==> config.mk <==
export PLATFORM = sky130hd
export DESIGN_NAME = btn_conditioner
export DESIGN_NICKNAME = d
export VERILOG_FILES = /design/src/rtl/btn_conditioner.sv
export SDC_FILE = /design/constraint.sdc
export NUM_CORES = 1
export LEC_CHECK = 0
export CAP_MARGIN = 20
export CORE_MARGIN = 2
export CORE_UTILIZATION = 32
export CTS_BUF_LIST = sky130_fd_sc_hd__clkbuf_4 sky130_fd_sc_hd__clkbuf_8 sky130_fd_sc_hd__clkbuf_16
export DETAILED_ROUTE_END_ITERATION = 6
export GPL_ROUTABILITY_DRIVEN = 0
export PLACE_DENSITY = 0.51
export SYNTH_ARGS = -nofsm -noshare
export SYNTH_HDL_FRONTEND = slang
export SYNTH_SLANG_ARGS = --single-unit
==> constraint.sdc <==
create_clock -name clk -period 1.4 [get_ports clk]
set_clock_uncertainty 0.1 [all_clocks]
set_input_delay 0.28 -clock clk [delete_from_list [all_inputs] [get_ports clk]]
set_output_delay 0.28 -clock clk [all_outputs]
set_load 0.02 [all_outputs]
==> src/rtl/btn_conditioner.sv <==
// Two-channel push-button conditioner: synchronizes, debounces and edge-detects
// raw buttons A and B for the hockey game block.
//
// Parameters:
//   DEBOUNCE_CYCLES - consecutive stable synchronized samples to accept a change (2..65535)
//   REPEAT_DELAY    - hold cycles from the press pulse to the first auto-repeat pulse
//   REPEAT_PERIOD   - cycles between later auto-repeat pulses
// Optional feature: define BTN_AUTOREPEAT_EN to enable auto-repeat while a button is held.
//
// Ports:
//   clk                    - clock, rising edge
//   rst                    - asynchronous reset, active low
//   BTNA_raw, BTNB_raw     - asynchronous button levels, high = pressed
//   BTNA, BTNB             - registered one-cycle press pulses
//   BTNA_level, BTNB_level - registered debounced levels
module btn_conditioner #(
    parameter int unsigned DEBOUNCE_CYCLES = 4,
    parameter int unsigned REPEAT_DELAY    = 16,
    parameter int unsigned REPEAT_PERIOD   = 8
) (
    input  logic clk,
    input  logic rst,
    input  logic BTNA_raw,
    input  logic BTNB_raw,
    output logic BTNA,
    output logic BTNB,
    output logic BTNA_level,
    output logic BTNB_level
);

    localparam int unsigned NCH = 2;
    localparam int unsigned CNT_W = $clog2(DEBOUNCE_CYCLES + 1);
    localparam logic [CNT_W-1:0] CNT_LAST = CNT_W'(DEBOUNCE_CYCLES - 1);

`ifdef BTN_AUTOREPEAT_EN
    localparam int unsigned RPT_MAX = (REPEAT_DELAY > REPEAT_PERIOD) ? REPEAT_DELAY : REPEAT_PERIOD;
    localparam int unsigned RPT_W = $clog2(RPT_MAX + 1);
    localparam logic [RPT_W-1:0] RPT_FIRST_LAST = RPT_W'(REPEAT_DELAY - 1);
    localparam logic [RPT_W-1:0] RPT_NEXT_LAST  = RPT_W'(REPEAT_PERIOD - 1);
`else
    // Repeat timing parameters have no hardware in this build.
    logic unused_rpt;
    assign unused_rpt = ^{REPEAT_DELAY, REPEAT_PERIOD};
`endif

    typedef enum logic [1:0] {
        IDLE         = 2'd0,
        PRESS_WAIT   = 2'd1,
        PRESSED      = 2'd2,
        RELEASE_WAIT = 2'd3
    } state_t;

    logic [NCH-1:0] raw;
    logic [NCH-1:0] pulse;
    logic [NCH-1:0] level;

    assign raw        = {BTNB_raw, BTNA_raw};
    assign BTNA       = pulse[0];
    assign BTNB       = pulse[1];
    assign BTNA_level = level[0];
    assign BTNB_level = level[1];

    for (genvar ch = 0; ch < NCH; ch++) begin : g_ch
        logic             sync1;
        logic             s;
        state_t           state;
        logic [CNT_W-1:0] cnt;
        logic             pulse_r;
        logic             level_r;
`ifdef BTN_AUTOREPEAT_EN
        logic [RPT_W-1:0] rcnt;
        logic             rfirst;
`endif

        assign pulse[ch] = pulse_r;
        assign level[ch] = level_r;

        // 2-flop synchronizer; s is the debounce sample
        always_ff @(posedge clk or negedge rst) begin
            if (!rst) begin
                sync1 <= 1'b0;
                s     <= 1'b0;
            end else begin
                sync1 <= raw[ch];
                s     <= sync1;
            end
        end

        // Debounce FSM with registered pulse and level
        always_ff @(posedge clk or negedge rst) begin
            if (!rst) begin
                state   <= IDLE;
                cnt     <= '0;
                pulse_r <= 1'b0;
                level_r <= 1'b0;
`ifdef BTN_AUTOREPEAT_EN
                rcnt    <= '0;
                rfirst  <= 1'b1;
`endif
            end else begin
                pulse_r <= 1'b0;
`ifdef BTN_AUTOREPEAT_EN
                // Hold timer only runs while the accepted press is still held
                if (!(state == PRESSED && s)) begin
                    rcnt   <= '0;
                    rfirst <= 1'b1;
                end
`endif
                case (state)
                    IDLE: begin
                        if (s) begin
                            state <= PRESS_WAIT;
                            cnt   <= CNT_W'(1);
                        end
                    end
                    PRESS_WAIT: begin
                        if (!s) begin
                            state <= IDLE;
                            cnt   <= '0;
                        end else if (cnt == CNT_LAST) begin
                            state   <= PRESSED;
                            cnt     <= '0;
                            pulse_r <= 1'b1;
                            level_r <= 1'b1;
                        end else begin
                            cnt <= cnt + CNT_W'(1);
                        end
                    end
                    PRESSED: begin
                        if (!s) begin
                            state <= RELEASE_WAIT;
                            cnt   <= CNT_W'(1);
                        end
`ifdef BTN_AUTOREPEAT_EN
                        else if (rcnt == (rfirst ? RPT_FIRST_LAST : RPT_NEXT_LAST)) begin
                            pulse_r <= 1'b1;
                            rcnt    <= '0;
                            rfirst  <= 1'b0;
                        end else begin
                            rcnt <= rcnt + RPT_W'(1);
                        end
`endif
                    end
                    RELEASE_WAIT: begin
                        if (s) begin
                            state <= PRESSED;
                            cnt   <= '0;
                        end else if (cnt == CNT_LAST) begin
                            state   <= IDLE;
                            cnt     <= '0;
                            level_r <= 1'b0;
                        end else begin
                            cnt <= cnt + CNT_W'(1);
                        end
                    end
                    default: begin
                        state <= IDLE;
                        cnt   <= '0;
                    end
                endcase
            end
        end
    end

endmodule

==> results of run 1 <==
## power groups by stage
stage	Combinational, mW	Clock (mW)	Sequential [mW]
after floorplan	0.264	0	0.742
after global routing	0.407	0.349	0.773
after detailed placement	0.362	0	0.763
after CTS	0.356	0.334	0.751
after global placement	0.346	0	0.759
final	0.352	0.323	0.751
## worst paths after layout
path                                     start  slack [ns]              to
worst max-delay path                BTNB_level        0.04      BTNB_level
worst min-delay path                       rst        0.20  g_ch[0].cnt[1]
worst max register to register  g_ch[0].cnt[0]        0.09      BTNA_level
worst min register to register   g_ch[0].sync1        0.26       g_ch[0].s
max in group asynchronous                  rst        0.81  g_ch[0].cnt[2]
min in group clk                 g_ch[0].sync1        0.26       g_ch[0].s
## layer usage
layer | track usage | part of all wire | vias up
met3 | 0.0175 | 0.027 | 2
met4 | 0.0526 | 0.012 | 0
met2 | 0.145 | 0.44 | 7
li1 | - | - | 236
met1 | 0.140 | 0.52 | 220
met5 | 0 | 0 | -
## metrics by stage
step	hold slack [ns]	TNS, ns	worst slack [ns]	utilization	instance area [sq um]
2_1_floorplan	-0.116	0	0.209	-	721
3_3_place_gp	0.237	0	0.0836	0.384	833
3_5_place_dp	0.235	0	0.0775	0.384	833
4_1_cts	0.201	0	0.00436	0.399	866
5_1_grt	0.222	-0.00243	-0.00243	0.399	866
6_report	0.198	0	0.0434	0.399	866
## cell families (layout without fill, tap and decap cells)
group,after synthesis,count (layout)
compound gates,15,15
xor+xnor,2,2
fa+ha+maj,2,2
buf+inv,2,14
flops,18,18
simple gates,23,23
## layout by cell type (no fill, tap or decap), drive strengths merged
cell type      instances
buf                    1
o21ai                  8
inv                    2
clkdlybuf4s50          3
nand2b                 4
and2                   1
dlygate4sd2            2
xor2                   2
nor2b                  2
dfrtp                 18
clkdlybuf4s15          1
ha                     2
nand3b                 1
o2bb2ai                2
clkbuf                 5
nor2                   5
o21a                   2
and3b                  3
nand2                  6
nand4                  1
a21oi                  3
## area by class of cell
cell class	count	area (sq um)
well taps	28	35.0
flip-flops and latches	18	450
repair buffers	8	70.1
clock buffers	4	36.3
multi-input cells	42	267
inverters	2	7.51
fillers	227	1300
## worst register-to-register path: stages, from the launching register on
cell and delay, ns:
dfrtp_1 0.42, ha_1 0.24, and3b_1 0.22, a21oi_2 0.14, o21ai_0 0.08
## timing repair
item / CTS / global route
hold buffers: 0 / 0
pin swaps: 0 / 0
resized for setup: 5 / 3
endpoints found under the setup margin: 4 / 2
==> results.cfg, run 1 <==
[status]
run_status = complete, no violations

[die]
core-area_sq_mm = 0.00217
floorplan.io_pins = 8
die_height_um = 51.5
placementRows = 17
fp.dieW_um = 51.5
floorplan.initialDensity = 0.332
design.die.area_sq_mm = 0.00265

[logic_synthesis]
synthDistinctLibCells = 17
adder_and_majority_gate_portion_of_the_synthesized_area = 0.0347
synth_edf_count = 0
postSynth.topFlopCell = dfrtp_1
synth_top_area_share = 0.625
synth_area_sq_um = 721
yosys.area_share.simple = 0.174
post_synthesis_compound_gate_area_fraction = 0.122
synth.area.mux_share = 0
synth.largest_area_cell = dfrtp_1
syn_inst = 62
synth_seq_cells = 18
synth_common_cells = dfrtp_1, o21ai_0, nand2_1, nor2_1, nand2b_1
synthTopCellsByArea = dfrtp_1, o21ai_0, and3b_1, ha_1, nand2b_1
net_count_of_the_mapped_netlist = 68
synth_top_family_by_area = simple AND/OR/NAND/NOR gates
xor_xnor_cell_area_share_of_the_yosys_netlist = 0.0347
leading_cell_type_by_number_of_instances_after_synthesis = dfrtp_1
ys_warn_count = 0
asyncSetResetFlopFracSynth = 1.00
synth_area_per_cell_sq_um = 11.6
yosysSeqAreaShare = 0.625

[worst_setup_path]
worstPathBufferInverterCount = 1
slowest_delay_ns = 0.40
critical_path_required_ns = 1.02
worstPathMaxFanout = 3
critPathLaunchType = flop
critPathKind = flop to output port
crit_path_top_delay_cell = dfrtp_1
critical_path.cell_chain = clkdlybuf4s15_1
timing.critical_path.to_type = output port
arrival_ns = 0.98
worst_path_dominant_cell_family = flip-flops
worst-path-stages = 1
worst-r2r-cell-count = 4

[placement]
dpl.cell_count = 98
dpl.hpwl_um = 831
buffer_ports.inserted = 7

[clock_network]
cts_setup_buffers = 0
cts_buffer_depth = 2
ctsHtreeMaxLevel = 1
tritoncts.num_buffers = 3
worst_skew_pair.late_latency_ns = 0.29
ctsRootBufferMaster = clkbuf_4
cts_num_sinks = 18
cts_tree = done
clk_pin_slew_ns = 0.11

[drt]
violation_count_after_the_first_detailed_route_iteration = 4
via_per_inst = 4.56
remaining_drc_errors = 0
drt_pre_antenna_iters = 3
drtAntennaViolNets = 0
via_count = 465
routed_length_per_placed_instance_um = 11.3
finalWirelength_um = 1160

[power]
swShare = 0.326
leakagePower_nw = 0.396
p_clk_frac = 0.227
total_power_divided_by_cell_area_mw_per_mm2 = 1650
sequentialPowerShare = 0.527
max_vdd_drop_v = 0.000765
net-switching-power_mw = 0.465
cellInternalPower_mw = 0.961
p_total_mw = 1.43
share_comb_of_total_power = 0.247

[sta]
timing_worst_slew_pin_value_ns = 0.284
final-max-slew-violation-count = 0
maxSlewHeadroom = 0.810
final_min_period_over_clock_period = 0.969
grt_setup_unrepaired = true
minimum_clock_period_after_layout_ns = 1.36
finalSetupViolCount = 0
fmax_mhz = 737
hold_viol = 0

[worst_hold_path]
worstHoldPathType = input port to asynchronous set/reset pin

[job]
cap_violations = 0

[cells_and_area]
layout-drive-gt1-share = 0.108
fin_nets = 81
final_std_cells_w_o_fill = 102
area_growth_syn_to_layout_pct = 20.1
num_antenna_cells = 0

[grt]
grt_pass1_vias = 443
grt_use_total = 0.0994
global_route_wire_length_before_repair_um = 1930
pin_count_of_the_biggest_net_entering_global_routing = 19
initial_antenna_violation_count = 0
grt.overflow.total = 0
(Power assumes the default switching activity.)
==> inputs of run 2 (changes only) <==
--- a/config.mk
+++ b/config.mk
@@ -7,11 +7,11 @@
 export LEC_CHECK = 0
 export CAP_MARGIN = 20
 export CORE_MARGIN = 2
-export CORE_UTILIZATION = 32
+export CORE_UTILIZATION = 43
 export CTS_BUF_LIST = sky130_fd_sc_hd__clkbuf_4 sky130_fd_sc_hd__clkbuf_8 sky130_fd_sc_hd__clkbuf_16
 export DETAILED_ROUTE_END_ITERATION = 6
 export GPL_ROUTABILITY_DRIVEN = 0
-export PLACE_DENSITY = 0.51
+export PLACE_DENSITY = 0.65
 export SYNTH_ARGS = -nofsm -noshare
 export SYNTH_HDL_FRONTEND = slang
 export SYNTH_SLANG_ARGS = --single-unit
==> results.cfg, run 2 (same netlist as run 1, synthesis figures left out) <==
[sta]
final_min_period_over_clock_period = 0.965
hold_viol = 0
grt_setup_unrepaired = false
fin_setup_tns_ns = 0
finalSetupViolCount = 0
hold_slack_ns = 0.210
final_critical_path_setup_slack_ns = 0.0487
maxSlewHeadroom = 0.811
minimum_clock_period_after_layout_ns = 1.35
fmax_mhz = 740
timing_worst_slew_pin_value_ns = 0.283
final-max-slew-violation-count = 0

[worst_setup_path]
crit_path_top_delay_cell = dfrtp_1
slowest_delay_ns = 0.40
critical_path.cell_chain = clkdlybuf4s15_1
critical_path_required_ns = 1.02
critPathKind = flop to output port
arrival_ns = 0.97
worstPathBufferInverterCount = 1
timing.reg2reg.setup_slack_ns = 0.11
critPathLaunchType = flop
timing.critical_path.to_type = output port
worst_path_dominant_cell_family = flip-flops
worstPathMaxFanout = 3

[power]
leakagePower_nw = 0.401
max_vdd_drop_v = 0.000831
total_power_divided_by_cell_area_mw_per_mm2 = 1680
p_total_mw = 1.43

[grt]
grt_pass1_vias = 441
met3_usage = 0.0240
pin_count_of_the_biggest_net_entering_global_routing = 19
initial_antenna_violation_count = 0
global_route_wire_length_before_repair_um = 1850
grt_use_total = 0.133
grt-busiest-layer = met2
use_met2 = 0.197
grt.overflow.total = 0
use_met1 = 0.170

[die]
core-area_sq_mm = 0.00154
design.die.area_sq_mm = 0.00202
floorplan.io_pins = 8
die_height_um = 44.9
fp.dieW_um = 44.9
placementRows = 14
floorplan.initialDensity = 0.468

[job]
cap_violations = 0

[clock_network]
cts_buffer_depth = 2
worst_skew_pair.late_latency_ns = 0.28
clk_pin_slew_ns = 0.10
cts_tree = done
ctsHtreeMaxLevel = 1
tritoncts.num_buffers = 3
ctsRootBufferMaster = clkbuf_4
cts_num_sinks = 18

[cells_and_area]
fill_cells = 136
layout-drive-gt1-share = 0.107
postLayoutCoreUtil = 0.554
most_common_cell_after_layout_fill_and_taps_aside = dfrtp_1
area_growth_syn_to_layout_pct = 18.6
num_antenna_cells = 0
fin_nets = 82
leading_cell_types_in_the_layout_fill_and_taps_excluded = dfrtp_1, o21ai_0, nand2_1

[drt]
finalWirelength_um = 1080
via_per_inst = 5.48
via_count = 499
routed_length_per_placed_instance_um = 11.9
remaining_drc_errors = 0
violation_count_after_the_first_detailed_route_iteration = 9
drt_pre_antenna_iters = 4
drtAntennaViolNets = 0

[placement]
dpl_worst_slack_ns = 0.0777
buffer_ports.inserted = 7
dpl.hpwl_um = 767

[status]
run_status = complete, no violations

[worst_hold_path]
worstHoldPathType = input port to asynchronous set/reset pin
==> run 2: cell types whose count changed in the layout (fill, tap and decap cells not counted), sizes merged <==
| cell | previous run | this run |
|---|---|---|
| buf | 1 | 2 |
==> run 2: worst paths after layout <==
path | from | end | depth (start not counted)
hold / removal | rst | g_ch[1].cnt[1] | 2
hold reg to reg | g_ch[0].sync1 | g_ch[0].s | 0
setup / recovery | BTNB_level | BTNB_level | 1
setup reg to reg | g_ch[1].cnt[0] | BTNB_level | 4
min in group clk | g_ch[0].sync1 | g_ch[0].s | 0
max in group asynchronous | rst | g_ch[1].cnt[0] | 2
==> run 2: per-layer routing <==
metal,vias to the layer above,wire length [um]
li1,242,-
met1,241,536
met2,14,464
met3,2,61
met4,0,18
met5,-,0
==> run 2: power breakdown <==
part / switching [mW] / internal (mW)
Combinational: 0.187 / 0.184
Clock: 0.154 / 0.158
Sequential: 0.113 / 0.636
==> run 2: stage by stage <==
step / area [sq um] / instances
detailed placement: 818 / 86
floorplan: 721 / 62
finish: 855 / 91
CTS: 850 / 90
global placement: 818 / 86
global route: 855 / 91
==> run 2: timing repair <==
action                                  CTS  global route
gates cloned                              0             0
endpoints found under the setup margin    4             3
hold buffers                              0             0
resized for setup                         4             3
setup buffers                             0             1
==> run 2: area by class of cell <==
cell class              instances  area (sq um)  share of cell area
clock buffers                   4          36.3              0.0425
inverters                       2          7.51             0.00878
multi-input cells              42           263               0.307
flip-flops and latches         18           450               0.527
well taps                      16          20.0              0.0234
repair buffers                  9          77.6              0.0908
==> inputs of run 3 (changes only) <==
==> constraint.sdc (replaced) <==
create_clock -name clk -period 1.4 [get_ports clk]
set_clock_uncertainty 0.1 [all_clocks]
set_input_delay 0.21 -clock clk [delete_from_list [all_inputs] [get_ports clk]]
set_output_delay 0.21 -clock clk [all_outputs]
set_load 0.02 [all_outputs]
==> results.cfg, run 3 (same netlist as run 1, synthesis figures left out) <==
[die]
floorplan.io_pins = 8
core-area_sq_mm = 0.00154
floorplan.initialDensity = 0.468
die_height_um = 44.9
fp.dieW_um = 44.9
placementRows = 14
design.die.area_sq_mm = 0.00202

[worst_setup_path]
crit_path_top_delay_cell = dfrtp_1
critPathLaunchType = flop
timing.reg2reg.setup_slack_ns = 0.11
worst_path_dominant_cell_family = flip-flops
arrival_ns = 1.01
r2r_end = BTNB_level
regToRegStartpoint = g_ch[1].cnt[0]
worst-r2r-cell-count = 4
worstPathBufferInverterCount = 1
timing.critical_path.to_type = output port
slowest_delay_ns = 0.40
critical_path.cell_chain = dlygate4sd2_1
critical_path_required_ns = 1.09
critPathKind = flop to output port
worstPathMaxFanout = 3

[grt]
use_met2 = 0.166
grt_use_total = 0.133
grt_pass1_vias = 424
grt-busiest-layer = met1
met3_usage = 0.0720
pin_count_of_the_biggest_net_entering_global_routing = 19
initial_antenna_violation_count = 0
global_route_wire_length_before_repair_um = 1810
use_met1 = 0.184
grt.overflow.total = 0

[clock_network]
cts_num_sinks = 18
ctsHtreeMaxLevel = 1
cts_repair_resize_count = 4
cts_buffer_depth = 2
worst_skew_pair.late_latency_ns = 0.29
cts_setup_buffers = 0
ctsRootBufferMaster = clkbuf_4
clk_pin_slew_ns = 0.10
postCtsHoldBufs = 0
cts_tree = done
tritoncts.num_buffers = 3

[sta]
grt_setup_unrepaired = false
final_min_period_over_clock_period = 0.942
maxSlewHeadroom = 0.792
fmax_mhz = 758
fin_setup_tns_ns = 0
hold_viol = 0
timing_worst_slew_pin_value_ns = 0.311
minimum_clock_period_after_layout_ns = 1.32
final-max-slew-violation-count = 0
finalSetupViolCount = 0

[power]
max_vdd_drop_v = 0.00103
p_clk_frac = 0.220
p_total_mw = 1.41
share_comb_of_total_power = 0.249
cellInternalPower_mw = 0.963
swShare = 0.316
leakagePower_nw = 0.393
total_power_divided_by_cell_area_mw_per_mm2 = 1660
net-switching-power_mw = 0.445
sequentialPowerShare = 0.531

[drt]
routed_length_per_placed_instance_um = 11.6
finalWirelength_um = 1050
via_count = 472
via_per_inst = 5.24
remaining_drc_errors = 0
drt_pre_antenna_iters = 4
drtAntennaViolNets = 0
violation_count_after_the_first_detailed_route_iteration = 7

[cells_and_area]
area_growth_syn_to_layout_pct = 17.9
register_area_sq_um = 450
layout-drive-gt1-share = 0.0811
postLayoutCoreUtil = 0.551
num_antenna_cells = 0
multi_input_area_sq_um = 263
leading_cell_types_in_the_layout_fill_and_taps_excluded = dfrtp_1, o21ai_0, nand2_1
most_common_cell_after_layout_fill_and_taps_aside = dfrtp_1
fill_cells = 137
final_std_cells_w_o_fill = 90
fin_nets = 81

[job]
cap_violations = 0

[status]
run_status = complete, no violations

[placement]
dpl.cell_count = 86
buffer_ports.inserted = 7
dpl.hpwl_um = 752

[worst_hold_path]
worstHoldPathType = input port to asynchronous set/reset pin
run 3: metal layers:
layer | wire (um) | part of all wire
met4 | 27 | 0.026
met3 | 60 | 0.057
met5 | 0 | 0
met1 | 532 | 0.51
met2 | 424 | 0.41
run 3: worst max path at each step:
| stage | startpoint | endpoint | depth (start not counted) |
|---|---|---|---|
| floorplan | g_ch[1].cnt[0] | BTNB_level | 4 |
| global placement | BTNA_level | BTNA_level | 1 |
| detailed placement | g_ch[0].cnt[0] | BTNA_level | 4 |
| CTS | BTNA_level | BTNA_level | 1 |
| global route | BTNA_level | BTNA_level | 1 |
| finish | BTNA_level | BTNA_level | 1 |
run 3: cell type report:
cell class | count | share of cell area
sequential | 18 | 0.530
multi-input combinational | 42 | 0.309
timing repair buffer | 8 | 0.0854
clock buffer | 4 | 0.0427
tap | 16 | 0.0236
inverter | 2 | 0.00884
run 3: power by group through the flow:
stage | Combinational (mW) | Clock [mW] | Sequential [mW]
finish | 0.350 | 0.310 | 0.748
floorplan | 0.264 | 0 | 0.742
global placement | 0.351 | 0 | 0.755
CTS | 0.356 | 0.328 | 0.747
detailed placement | 0.357 | 0 | 0.759
global route | 0.405 | 0.353 | 0.765
run 3: per-stage QoR:
step	worst slack, ns	hold slack (ns)	instance area, sq um
CTS	0.0556	0.134	850
global placement	0.129	0.234	818
floorplan	0.209	-0.186	721
detailed placement	0.130	0.241	818
global route	0.0165	0.144	850
finish	0.0807	0.136	850
